File: src/rtl/dbp_buffer_ctrl.sv
// Delta-bit-plane block buffer sequencer: expands zero runs, counts DATA_W+1 planes per block.
// Optional block statistics counter enabled by defining EBPC_BUF_CTRL_STATS_EN.
module dbp_buffer_ctrl #(
   parameter int DATA_W = 8,
   parameter int RUN_W  = 4
) (
   input  logic              clk_i,
   input  logic              rst_ni,
   input  logic              clr_i,
   input  logic [DATA_W-1:0] tok_data_i,
   input  logic [1:0]        tok_kind_i,
   input  logic              tok_vld_i,
   output logic              tok_rdy_o,
   output logic [DATA_W-1:0] buf_data_o,
   output logic              buf_push_o,
   output logic              buf_vld_o,
   input  logic              buf_rdy_i,
   output logic              buf_clr_o,
   output logic              err_o,
   output logic [31:0]       blk_cnt_o
);

   localparam int CNT_W = $clog2(DATA_W + 1);
   localparam int LEN_W = ((RUN_W + 1) > (CNT_W + 1)) ? (RUN_W + 1) : (CNT_W + 1);

   localparam logic [1:0] WAIT_BASE = 2'd0;
   localparam logic [1:0] DBP       = 2'd1;
   localparam logic [1:0] ZRUN      = 2'd2;

   localparam logic [1:0] KIND_BASE = 2'b00;
   localparam logic [1:0] KIND_DBP  = 2'b01;
   localparam logic [1:0] KIND_ZRUN = 2'b10;

   localparam logic [CNT_W-1:0] LAST_PLANE = CNT_W'(DATA_W);

   logic [1:0]       state_q, state_d;
   logic [CNT_W-1:0] dbp_cnt_q, dbp_cnt_d;
   logic [CNT_W-1:0] run_left_q, run_left_d;
   logic             err_q, err_d;
   logic [LEN_W-1:0] run_len, planes_left, run_eff;
   logic             last_plane;

   // planes_left counts the plane pushed in the accepting cycle as well
   assign run_len     = LEN_W'(tok_data_i[RUN_W-1:0]) + LEN_W'(1);
   assign planes_left = LEN_W'(DATA_W + 1) - LEN_W'(dbp_cnt_q);
   assign run_eff     = (run_len > planes_left) ? planes_left : run_len;
   assign last_plane  = (dbp_cnt_q == LAST_PLANE);

   assign buf_clr_o = clr_i;
   assign err_o     = err_q;

   always_comb begin
      state_d    = state_q;
      dbp_cnt_d  = dbp_cnt_q;
      run_left_d = run_left_q;
      err_d      = err_q;
      tok_rdy_o  = 1'b0;
      buf_push_o = 1'b0;
      buf_data_o = '0;
      buf_vld_o  = 1'b0;
      if (clr_i) begin
         state_d    = WAIT_BASE;
         dbp_cnt_d  = '0;
         run_left_d = '0;
         err_d      = 1'b0;
      end else begin
         case (state_q)
            WAIT_BASE: begin
               tok_rdy_o = buf_rdy_i;
               if (tok_vld_i && buf_rdy_i) begin
                  if (tok_kind_i == KIND_BASE) begin
                     buf_push_o = 1'b1;
                     buf_data_o = tok_data_i;
                     dbp_cnt_d  = '0;
                     state_d    = DBP;
                  end else begin
                     err_d = 1'b1;
                  end
               end
            end
            DBP: begin
               tok_rdy_o = buf_rdy_i;
               if (tok_vld_i && buf_rdy_i) begin
                  case (tok_kind_i)
                     KIND_DBP: begin
                        buf_push_o = 1'b1;
                        buf_data_o = tok_data_i;
                        if (last_plane) begin
                           buf_vld_o = 1'b1;
                           dbp_cnt_d = '0;
                           state_d   = WAIT_BASE;
                        end else begin
                           dbp_cnt_d = dbp_cnt_q + CNT_W'(1);
                        end
                     end
                     KIND_ZRUN: begin
                        buf_push_o = 1'b1;
                        if (last_plane) begin
                           buf_vld_o = 1'b1;
                           dbp_cnt_d = '0;
                           state_d   = WAIT_BASE;
                        end else begin
                           dbp_cnt_d = dbp_cnt_q + CNT_W'(1);
                           if (run_eff > LEN_W'(1)) begin
                              run_left_d = CNT_W'(run_eff - LEN_W'(1));
                              state_d    = ZRUN;
                           end
                        end
                     end
                     default: err_d = 1'b1;
                  endcase
               end
            end
            ZRUN: begin
               if (buf_rdy_i) begin
                  buf_push_o = 1'b1;
                  run_left_d = run_left_q - CNT_W'(1);
                  if (last_plane) begin
                     buf_vld_o  = 1'b1;
                     dbp_cnt_d  = '0;
                     run_left_d = '0;
                     state_d    = WAIT_BASE;
                  end else begin
                     dbp_cnt_d = dbp_cnt_q + CNT_W'(1);
                     if (run_left_q == CNT_W'(1)) state_d = DBP;
                  end
               end
            end
            default: state_d = WAIT_BASE;
         endcase
      end
   end

   always_ff @(posedge clk_i or negedge rst_ni) begin
      if (!rst_ni) begin
         state_q    <= WAIT_BASE;
         dbp_cnt_q  <= '0;
         run_left_q <= '0;
         err_q      <= 1'b0;
      end else begin
         state_q    <= state_d;
         dbp_cnt_q  <= dbp_cnt_d;
         run_left_q <= run_left_d;
         err_q      <= err_d;
      end
   end

`ifdef EBPC_BUF_CTRL_STATS_EN
   logic [31:0] blk_cnt_q;
   always_ff @(posedge clk_i or negedge rst_ni) begin
      if (!rst_ni)        blk_cnt_q <= '0;
      else if (buf_vld_o) blk_cnt_q <= blk_cnt_q + 32'd1;
   end
   assign blk_cnt_o = blk_cnt_q;
`else
   assign blk_cnt_o = '0;
`endif

endmodule

File: config.mk
export PLATFORM = sky130hd
export DESIGN_NAME = dbp_buffer_ctrl
export DESIGN_NICKNAME = d
export VERILOG_FILES = /design/src/rtl/dbp_buffer_ctrl.sv
export SDC_FILE = /design/constraint.sdc
export NUM_CORES = 1
export LEC_CHECK = 0
export ABC_AREA = 1
export BUFFER_PORTS_ARGS = -buffer_cell sky130_fd_sc_hd__buf_4
export CAP_MARGIN = 20
export CORE_AREA = 4 4 61 63
export DETAILED_ROUTE_END_ITERATION = 10
export DIE_AREA = 0 0 65 67
export GPL_TIMING_DRIVEN = 1
export PLACE_DENSITY = 0.85
export SKIP_LAST_GASP = 1
export SLEW_MARGIN = 20
export SYNTH_ARGS = -nofsm -noshare
export SYNTH_HDL_FRONTEND = slang
export SYNTH_SLANG_ARGS = --single-unit
File: constraint.sdc
create_clock -name clk_i -period 4.4 [get_ports clk_i]
set_clock_uncertainty 0.1 [all_clocks]
set_input_delay 1.1 -clock clk_i [delete_from_list [all_inputs] [get_ports clk_i]]
set_output_delay 1.1 -clock clk_i [all_outputs]
set_load 0.02 [all_outputs]
==> qor.csv <==
stage;metric;value;unit
setup_path;largest stage delay on the critical path;0.31;ns
outcome;result of the run;finished clean;
timing;final worst path period share;77.91;%
place;number of I/O port buffers;27;
yosys;register bit count reported by yosys;11;
yosys;post-synth top area share;16.20;%
yosys;number of distinct library cell variants in the gate-level netlist after synthesis;30;
setup_path;Register-to-Register Setup Slack;1.39;ns
drt;number of vias per cell after detailed routing;4.786;
yosys;number of enable-type register cells in the synthesized netlist;0;
setup_path;CP most frequent cell;nand2_1;
timing;final-report setup violation count;0;
setup_path;number of buffers and inverters on the critical path;2;
clocking;CTS tree;yes;
setup_path;series of cell instances along the critical path;buf_4 > ha_1 > xor2_1 > ha_1 > nand2_1 > nor2_2 > nand2_1 > nand3_4 > nand2_4 > nand2_1 > nand2_2 > inv_1 > ha_1 > nand4_1 > nand3_2 > a21oi_2 > nand2_1 > nand2_1;
clocking;post-CTS setup buffer count;0;
drt;Detail Route Antenna Nets;0;
clocking;number of gates resized after cts;0;
clocking;CTS sink count;11;
cells_and_area;Finished Core Util;57.14;%
global_routing;via count of the first global-routing pass;1467;
floorplan;width of the chip;65;um
drt;via count of the routed design;1608;
drt;DR WL/cell;10.94;um
timing;final number of hold-violating endpoints;0;
clocking;buffer cell driving the clock tree root;clkbuf_4;
global_routing;largest net degree at the start of global routing;13;
power_and_ir_drop;overall power consumption;0.0007116;W
place;DP Cell Count;332;
setup_path;class of the most critical setup path;primary input to register;
power_and_ir_drop;Leak Pwr;1.057;nW
global_routing;number of antenna violations at the first check in global routing;0;
cells_and_area;layout filler cell count;346;
yosys;Synth area leaders;dfrtp_1 (16%), ha_1 (15%), buf_4 (15%);
power_and_ir_drop;peak supply drop;0.1539;mV
yosys;top_reg_cell synth;dfrtp_1;
run;count of max-cap constraint violations;0;
global_routing;GRT Total Usage;16.98;%
clocking;buffer levels on the longest clock path;2;
yosys;most frequent cell after synthesis;nand2_1;
setup_path;Critical Path Start Type;primary input;
place;HPWL reported at the end of detailed placement;3082;um
cells_and_area;fin nets;327;
setup_path;critical path data required time;4.51;ns
timing;count of pins over their slew limit;0;
global_routing;wire length of the first global-routing pass;5927;um
timing;crit path time final;3.428;ns
drt;number of remaining DRC errors;0;
yosys;area leader, netlist;dfrtp_1;
cells_and_area;share of final-layout standard cells stronger than drive strength 1;14.83;%
setup_path;slowest cell on the critical path;ha_1;
yosys;mean cell area of the mapped netlist;6.485;sq um
drt;DR iter-0 viols;81;
cells_and_area;post-route insts no fill;336;
drt;number of detailed-routing iterations run before antenna repair;5;
clocking;# H-tree levels;1;
yosys;yosys warns;0;
timing;setup repair after global routing missed its margin;false;
setup_path;largest driver fanout on the critical path;9;
yosys;synthesized instance count;262;
floorplan;die area;4355;sq um
power_and_ir_drop;Pwr Density;385.3;nW/um^2
cells_and_area;number of diodes added for antenna fixing;0;
min_path;class of the tightest hold or removal check;register to register;
setup_path;arrival time of data at the critical path endpoint;3.54;ns
floorplan;initial standard-cell utilization of the core;52.57;%
yosys;most frequent cells after synthesis;nand2_1 (59), inv_1 (44), buf_4 (34);
place;last weighted congestion value of the routability-driven placer;0.9432;
timing;Peak Freq;291.7;MHz
clocking;clock-pin slew reported for the worst setup and hold paths after clock tree synthesis;0.07;ns
drt;final wirelength;3676;um
timing;final total negative setup slack;0;ns
floorplan;Top-Level Pins;60;
floorplan;Std-Cell Core Area;3232;sq um
clocking;hold-fix buffer count after cts;0;
clocking;clock insertion delay at the later pin of the skew report;0.28;ns
clocking;number of buffers inserted during clock tree synthesis;3;
setup_path;delay-heaviest family, CP;simple AND/OR/NAND/NOR gates;
cells_and_area;area growth from synthesis to final layout;8.689;%
yosys;share of async-settable or async-resettable flops after synthesis;100.0;%
yosys;summed instance area of the synthesized netlist;1699;sq um
floorplan;Core Rows;21;
global_routing;global route overflow;0;
floorplan;vertical die dimension;67;um
yosys;portion of the post-synthesis area used by sequential elements;16.20;%
setup_path;crit end category;register;
## area by class of cell
class | count | area (sq um) | area share (%)
multi-input cells | 203 | 1116 | 60.43
clock buffers | 4 | 26.28 | 1.423
well taps | 46 | 57.56 | 3.117
flip-flops and latches | 11 | 275.3 | 14.91
repair buffers | 27 | 202.7 | 10.98
inverters | 45 | 168.9 | 9.146
## final timing paths
check,from,to,cells after the start
hold / removal,run_left_q[1],run_left_q[1],2
hold reg to reg,run_left_q[1],run_left_q[1],2
min in group asynchronous,rst_ni,err_o,1
setup / recovery,tok_data_i[0],run_left_q[3],18
setup reg to reg,dbp_cnt_q[1],run_left_q[3],18
max in group asynchronous,rst_ni,state_q[0],1
## logic make-up after synthesis
| family | Yosys count | share of synthesized area [%] |
|---|---|---|
| and+or+nand+nor | 121 | 32.62 |
| buffers and inverters | 79 | 24.96 |
| AOI/OAI and AO/OA | 24 | 7.953 |
| adders and majority gates | 21 | 15.46 |
| DFF | 11 | 16.20 |
| xor gates and xnor gates | 5 | 2.577 |
| other | 1 | 0.2207 |
## where the power goes
group	switching (W)	total, W	internal (W)
clock	0.0000365	0.0000717	0.0000352
combinational	0.000315	0.000481	0.000167
sequential	0.0000281	0.000159	0.000130
## worst min-delay path, stage by stage, from the launching register on
cell and delay (ns):
dfrtp_1 0.35, nand2_1 0.05, nand2_1 0.05
## flip-flops by register name (all words and copies together) (netlist names)
| register | flops |
|---|---|
| run_left_q | 4 |
| err_o | 1 |
| state_q | 2 |
| dbp_cnt_q | 4 |
## layer usage
layer	track usage (%)	share of wire, %	up-vias
met5	0	0	-
met4	5.013	1.6	0
met3	3.541	8.1	6
met2	31.42	47	66
met1	19.45	43	719
li1	-	-	817
## placed cells by master (no fill, tap or decap)
cell type and count:
xor2_1 4, a21oi_2 1, nand2_1 59, o22ai_1 2, nand2_4 1, nor3_1 4
nor3b_1 1, nand3_4 1, nor2_2 2, nand3_2 2, clkbuf_1 1, ha_1 21
o21ai_0 11, and2_1 1, nor2_1 22, nand4_1 5, buf_4 27, dfrtp_1 11
a21oi_1 6, inv_1 44, xnor2_1 1, nand2_2 3, nand3_1 16, clkbuf_4 3
a221oi_1 1, or2_2 2, nor4_1 1, a21boi_0 1, and3_1 1, conb_1 32
a31oi_1 2, inv_2 1
## metrics by stage
stage               hold WS, ns  cell area (sq um)  worst slack, ns
finish                   0.3842               1847           0.9718
global route             0.4219               1847           0.7117
CTS                      0.3884               1847           0.9656
detailed placement       0.3698               1821           0.6992
global placement         0.3677               1821           0.7762
floorplan                0.3488               1815            1.092
(Power assumes the default switching activity.)
